File: src/rtl/alu_pkg.sv
// alu_pkg: ALU control encodings, ALUOp values, R-type opcodes and issue FSM states
package alu_pkg;
  localparam logic [3:0] C_AND = 4'b0000;
  localparam logic [3:0] C_OR = 4'b0001;
  localparam logic [3:0] C_ADD = 4'b0010;
  localparam logic [3:0] C_SUB = 4'b0110;
  localparam logic [3:0] C_PASSB = 4'b0111;
  localparam logic [3:0] C_NOR = 4'b1100;
  localparam logic [1:0] C_MOVZ_HI = 2'b10;
  localparam logic [3:0] C_IDLE = 4'b1111;
  localparam logic [1:0] AOP_MEM = 2'b00;
  localparam logic [1:0] AOP_CBZ = 2'b01;
  localparam logic [1:0] AOP_R = 2'b10;
  localparam logic [1:0] AOP_MOVZ = 2'b11;
  localparam logic [10:0] OP_ADD = 11'b10001011000;
  localparam logic [10:0] OP_SUB = 11'b11001011000;
  localparam logic [10:0] OP_AND = 11'b10001010000;
  localparam logic [10:0] OP_ORR = 11'b10101010000;
  typedef enum logic [1:0] {S_IDLE, S_EXEC, S_RESP} state_t;
endpackage

File: src/rtl/alu_issue_if.sv
// alu_issue_if: request/response handshake bundle between a requester and alu_issue
interface alu_issue_if;
  logic req_valid;
  logic req_ready;
  logic [1:0] req_aluop;
  logic [10:0] req_opcode;
  logic [63:0] req_a;
  logic [63:0] req_b;
  logic rsp_valid;
  logic rsp_ready;
  logic [63:0] rsp_result;
  logic rsp_zero;
  logic rsp_illegal;
  modport master (output req_valid, req_aluop, req_opcode, req_a, req_b, rsp_ready,
                  input req_ready, rsp_valid, rsp_result, rsp_zero, rsp_illegal);
  modport slave (input req_valid, req_aluop, req_opcode, req_a, req_b, rsp_ready,
                 output req_ready, rsp_valid, rsp_result, rsp_zero, rsp_illegal);
endinterface

File: src/rtl/alu_dec.sv
// alu_dec: combinational ALUOp/opcode to ALUControl decoder with illegal flag
module alu_dec
  import alu_pkg::*;
(
  input logic [1:0] aluop,
  input logic [10:0] opcode,
  output logic [3:0] ctrl,
  output logic illegal
);
  logic [3:0] rtype;
  assign rtype = opcode == OP_ADD ? C_ADD :
                 opcode == OP_SUB ? C_SUB :
                 opcode == OP_AND ? C_AND :
                 opcode == OP_ORR ? C_OR : C_IDLE;
  assign ctrl = aluop == AOP_MEM ? C_ADD :
                aluop == AOP_CBZ ? C_PASSB :
                aluop == AOP_MOVZ ? {C_MOVZ_HI, opcode[1:0]} : rtype;
  assign illegal = aluop == AOP_R && rtype == C_IDLE;
endmodule

File: src/rtl/alu_issue.sv
// alu_issue: accepts one ALU request, drives the external ALU for one cycle, holds the response
module alu_issue
  import alu_pkg::*;
(
  input logic clk,
  input logic reset,
  alu_issue_if.slave bus,
  output logic [63:0] alu_a,
  output logic [63:0] alu_b,
  output logic [3:0] ALUControl,
  input logic [63:0] alu_result,
  input logic alu_zero,
  output logic [15:0] op_count
);
  state_t state, state_d;
  logic [63:0] a_q, b_q;
  logic [3:0] code_q, ctrl;
  logic illegal, accept;
  alu_dec u_dec (.aluop(bus.req_aluop), .opcode(bus.req_opcode), .ctrl(ctrl), .illegal(illegal));
  assign accept = state == S_IDLE && bus.req_valid;
  assign bus.req_ready = state == S_IDLE;
  assign bus.rsp_valid = state == S_RESP;
  assign alu_a = state == S_EXEC ? a_q : '0;
  assign alu_b = state == S_EXEC ? b_q : '0;
  assign ALUControl = state == S_EXEC ? code_q : C_IDLE;
  always_comb begin
    state_d = state;
    state_d = state == S_IDLE ? (bus.req_valid ? (illegal ? S_RESP : S_EXEC) : S_IDLE) :
              state == S_EXEC ? S_RESP :
              bus.rsp_ready ? S_IDLE : S_RESP;
  end
  always_ff @(posedge clk) begin
    if (reset) begin
      state <= S_IDLE;
      a_q <= '0;
      b_q <= '0;
      code_q <= C_IDLE;
      bus.rsp_result <= '0;
      bus.rsp_zero <= 1'b0;
      bus.rsp_illegal <= 1'b0;
      op_count <= '0;
    end else begin
      state <= state_d;
      if (accept) begin
        a_q <= bus.req_a;
        b_q <= bus.req_b;
        code_q <= ctrl;
        bus.rsp_result <= '0;
        bus.rsp_zero <= 1'b0;
        bus.rsp_illegal <= illegal;
      end
      if (state == S_EXEC) begin
        bus.rsp_result <= alu_result;
        bus.rsp_zero <= alu_zero;
      end
      if (state == S_RESP && bus.rsp_ready && !bus.rsp_illegal && op_count != 16'hFFFF)
        op_count <= op_count + 16'd1;
    end
  end
endmodule

File: src/flat_wrapper.sv
// flat-port wrapper written by rule: the top's interface ports become plain ports
module alu_issue_flat import alu_pkg::*;
  (clk, reset, alu_a, alu_b, ALUControl, alu_result, alu_zero, op_count, bus_req_valid, bus_req_aluop, bus_req_opcode, bus_req_a, bus_req_b, bus_rsp_ready, bus_req_ready, bus_rsp_valid, bus_rsp_result, bus_rsp_zero, bus_rsp_illegal);
  alu_issue_if bus_i ();
  input logic clk;
  input logic reset;
  output logic [63:0] alu_a;
  output logic [63:0] alu_b;
  output logic [3:0] ALUControl;
  input logic [63:0] alu_result;
  input logic alu_zero;
  output logic [15:0] op_count;
  input wire logic [$bits(bus_i.req_valid)-1:0] bus_req_valid;
  input wire logic [$bits(bus_i.req_aluop)-1:0] bus_req_aluop;
  input wire logic [$bits(bus_i.req_opcode)-1:0] bus_req_opcode;
  input wire logic [$bits(bus_i.req_a)-1:0] bus_req_a;
  input wire logic [$bits(bus_i.req_b)-1:0] bus_req_b;
  input wire logic [$bits(bus_i.rsp_ready)-1:0] bus_rsp_ready;
  output wire logic [$bits(bus_i.req_ready)-1:0] bus_req_ready;
  output wire logic [$bits(bus_i.rsp_valid)-1:0] bus_rsp_valid;
  output wire logic [$bits(bus_i.rsp_result)-1:0] bus_rsp_result;
  output wire logic [$bits(bus_i.rsp_zero)-1:0] bus_rsp_zero;
  output wire logic [$bits(bus_i.rsp_illegal)-1:0] bus_rsp_illegal;
  assign bus_i.req_valid = bus_req_valid;
  assign bus_i.req_aluop = bus_req_aluop;
  assign bus_i.req_opcode = bus_req_opcode;
  assign bus_i.req_a = bus_req_a;
  assign bus_i.req_b = bus_req_b;
  assign bus_i.rsp_ready = bus_rsp_ready;
  assign bus_req_ready = bus_i.req_ready;
  assign bus_rsp_valid = bus_i.rsp_valid;
  assign bus_rsp_result = bus_i.rsp_result;
  assign bus_rsp_zero = bus_i.rsp_zero;
  assign bus_rsp_illegal = bus_i.rsp_illegal;
  alu_issue u_core (.clk(clk), .reset(reset), .bus(bus_i), .alu_a(alu_a), .alu_b(alu_b), .ALUControl(ALUControl), .alu_result(alu_result), .alu_zero(alu_zero), .op_count(op_count));
endmodule
File: config.mk
export PLATFORM = sky130hd
export DESIGN_NAME = alu_issue_flat
export DESIGN_NICKNAME = d
export VERILOG_FILES = /design/src/rtl/alu_pkg.sv /design/src/rtl/alu_issue_if.sv /design/src/rtl/alu_dec.sv /design/src/rtl/alu_issue.sv /design/src/flat_wrapper.sv
export SDC_FILE = /design/constraint.sdc
export NUM_CORES = 1
export LEC_CHECK = 0
export CAP_MARGIN = 0
export CELL_PAD_IN_SITES_DETAIL_PLACEMENT = 1
export CELL_PAD_IN_SITES_GLOBAL_PLACEMENT = 2
export CORE_MARGIN = 2
export CORE_UTILIZATION = 23
export CTS_CLUSTER_SIZE = 28
export DETAILED_ROUTE_END_ITERATION = 12
export PLACE_DENSITY_LB_ADDON = 0.05
export SYNTH_ARGS = -nofsm -noshare
export SYNTH_HDL_FRONTEND = slang
export SYNTH_SLANG_ARGS = --single-unit
File: constraint.sdc
create_clock -name clk -period 5.1 [get_ports clk]
set_input_delay 0.51 -clock clk [delete_from_list [all_inputs] [get_ports clk]]
set_output_delay 0.51 -clock clk [all_outputs]
set_load 0.005 [all_outputs]
==> summary.txt <==
Run status
  • Status: completed

Routing
  • DR WL/cell: 18.12 um
  • Vias/cell: 4.429
  • DRC Markers: 0
  • Pre-Repair DR Iteration Count: 4
  • Post-route ant nets: 0
  • DR iter-0 viols: 281
  • Via count: 9075
  • Final WL: 37130 um

STA
  • Period utilization: 0.6842
  • Setup violators final: 0
  • Fin. max-slew vios: 0
  • RSZ-0062 raised after global routing: no
  • Final WS setup: 1.611 ns
  • Final hold viol count: 0
  • TNS Setup: 0 ns
  • Clk_skew: 0.01089 ns
  • Fmax: 0.2866 GHz
  • Post-layout min period: 3.489 ns
  • Least-Margin Pin Slew: 0.8581 ns
  • Max_slew headroom: 0.4280

Clocking
  • Post-CTS Setup Bufs: 0
  • Clock slew at reported path FFs: 0.06 ns
  • CTS root buffer: clkbuf_16
  • Post-cts resize count: 0
  • Clock tree from TritonCTS: yes
  • Clk_lat worst skew: 0.55 ns
  • Max Root-Sink Buffers: 3
  • Number of buffers created by CTS: 29
  • CTS Sinks: 216
  • Hold buffers post-CTS: 0
  • H-tree levels: 1

Critical path
  • Top delay family on crit path: buffers and inverters
  • Slowest stage delay, CP: 0.69 ns
  • Setup CP Type: reg -> out
  • CP arrival: 2.98 ns
  • Worst-path maximum fanout: 93
  • CP endpoint kind: output pin
  • Slowest CP cell: and2b_4
  • Worst-path cell chain: and2b_4 -> buf_12 -> and2_1 -> clkdlybuf4s50_1
  • CP required: 4.59 ns
  • CP Launch Type: flop
  • WP buf/inv: 2

Synth
  • Synth Warn #: 0
  • Post-Syn Nets: 1350
  • Post-synth ARST share: 0
  • Main synth FF type: dfxtp_1
  • Post-Syn Area: 8745 sq um
  • Synth top area cells: dfxtp_1 (49%), nand2_1 (14%), a21oi_1 (12%)
  • Seq/Total Area, Yosys: 0.4945
  • Gate Count Post-Synth: 1139
  • EDFF count, synth: 0
  • Mean Syn Cell Area: 7.677 sq um
  • Top-area cell type share of the netlist area: 0.4945
  • Netlist cell types: 43
  • Register bit total from synthesis: 216
  • Post-synth top area cell: dfxtp_1

Place
  • Cells after DPL: 1990
  • RePlAce Congestion: 0.7310
  • I/O Buffers: 425
  • Place WS: 2.150 ns
  • Post-DP HPWL: 25080 um

Power
  • PwrDens: 303.5 nW/um^2
  • VDD IR max: 0.0002269 V
  • Leakage: 5.012 nW

Worst hold path
  • Worst hold path type: reg -> reg

Global route
  • Pin count of the biggest net entering global routing: 135
  • Gr usage total: 0.1794
  • Vias in the first global route: 9230
  • Total gr overflow: 0
  • First-pass GRT wire length: 54800 um
  • Initial antenna violation count: 11

Cells and area
  • Final instance count without filler cells: 2049
  • Commonest cells after routing, fill and taps aside: clkdlybuf4s50_1 (424), nand2_1 (333), dfxtp_1 (216), a21oi_1 (208), and2_1 (128)
  • Fin nets: 1721
  • Commonest non-fill, non-tap cell in the layout: clkdlybuf4s50_1
  • Layout cells sized above 1: 0.03982
  • Syn-to-layout area delta: 63.87%

Floorplan
  • CORE AREA: 37580 sq um
  • Initial Utilization: 0.2327
  • Die width: 199.0 um
  • DIE HEIGHT: 199.0 um
  • Core Rows: 71
  • I/O pin cnt: 426
  • Die Footprint: 39600 sq um

Run
  • Max-cap violations: 0
-- logic make-up after synthesis --
logic type,synth area share
buffers and inverters,0.04221
flip-flops,0.4945
adder cells (fa/ha/maj),0.001431
AO/OA/AOI/OAI,0.1389
AND/OR/NAND/NOR,0.3204
multiplexers,0.002575
-- synth_stat cells, types with 2 or more instances --
library cell  count
mux2_2            2
nand4_1           3
nand4b_1          2
clkbuf_1         79
o21ai_0           8
and2_1          128
nor4_1            6
or4_1             5
nor3b_1           3
nor4b_1           3
buf_1            12
nand2b_1          6
o31ai_1           6
nor3_1            4
nand2_1         333
inv_1             3
or3_1             5
dfxtp_1         216
nor2_1            6
nor2b_1           5
a211oi_1          5
nand3_1          71
a21oi_1         208
-- report_power, final --
| group | leakage [nW] | internal (mW) | switching [mW] |
|---|---|---|---|
| logic | 2.80 | 0.291 | 0.280 |
| clock network | 0.444 | 1.16 | 0.781 |
| registers | 1.76 | 1.78 | 0.0542 |
-- path summary, 6_finish.rpt --
kind	from	endpoint	slack [ns]	cells past startpoint
worst max-delay path	u_core.state[0]$_SDFF_PP0_	alu_a[30]	1.61	4
worst min-delay path	u_core.a_q[9]$_SDFFE_PP0P_	u_core.a_q[9]$_SDFFE_PP0P_	0.45	2
worst max register to register	u_core.state[0]$_SDFF_PP0_	u_core.b_q[10]$_SDFFE_PP0P_	2.77	4
worst min register to register	u_core.a_q[9]$_SDFFE_PP0P_	u_core.a_q[9]$_SDFFE_PP0P_	0.45	2
-- layer usage --
| metal | up-vias | routed length (um) | global-route usage |
|---|---|---|---|
| met2 | 246 | 18120 | 0.3068 |
| met5 | - | 49 | 0 |
| li1 | 4501 | - | - |
| met1 | 4271 | 14940 | 0.2049 |
| met3 | 49 | 3246 | 0.07121 |
| met4 | 8 | 773 | 0.05500 |
-- layout make-up --
type,count,area (sq um)
multi-input combinational,827,4070
timing repair buffer,433,4365
inverter,3,11.26
clock buffer,48,877.1
clock inverter,5,27.53
antenna,6,15.01
tap,511,639.4
sequential,216,4324
fill,4484,23250
-- registers in the layout, indices dropped and copies added, names as in the netlist --
| register | count |
|---|---|
| u_core.state | 2 |
| u_core.a_q | 64 |
| u_core.bus.rsp_result | 64 |
| u_core.op_count | 16 |
| u_core.bus.rsp_illegal | 1 |
| u_core.code_q | 4 |
| u_core.bus.rsp_zero | 1 |
| u_core.b_q | 64 |
-- worst reg2reg max path, cell delays in order, from the launching register on --
cell and delay [ns]:
dfxtp_1 0.49, or3b_4 0.67, buf_4 0.73, nand2_1 0.18
a21oi_1 0.17
-- metrics by stage --
step / cell area, sq um / util / hold slack [ns] / power (mW)
floorplan: 8745 / - / 0.4277 / 2.107
global placement: 13410 / 0.3569 / 0.4374 / 2.453
detailed placement: 13410 / 0.3569 / 0.4438 / 2.459
CTS: 14320 / 0.3809 / 0.4519 / 4.445
global route: 14330 / 0.3813 / 0.4655 / 4.568
finish: 14330 / 0.3813 / 0.4505 / 4.349
Power figures use the tool's default switching activity.
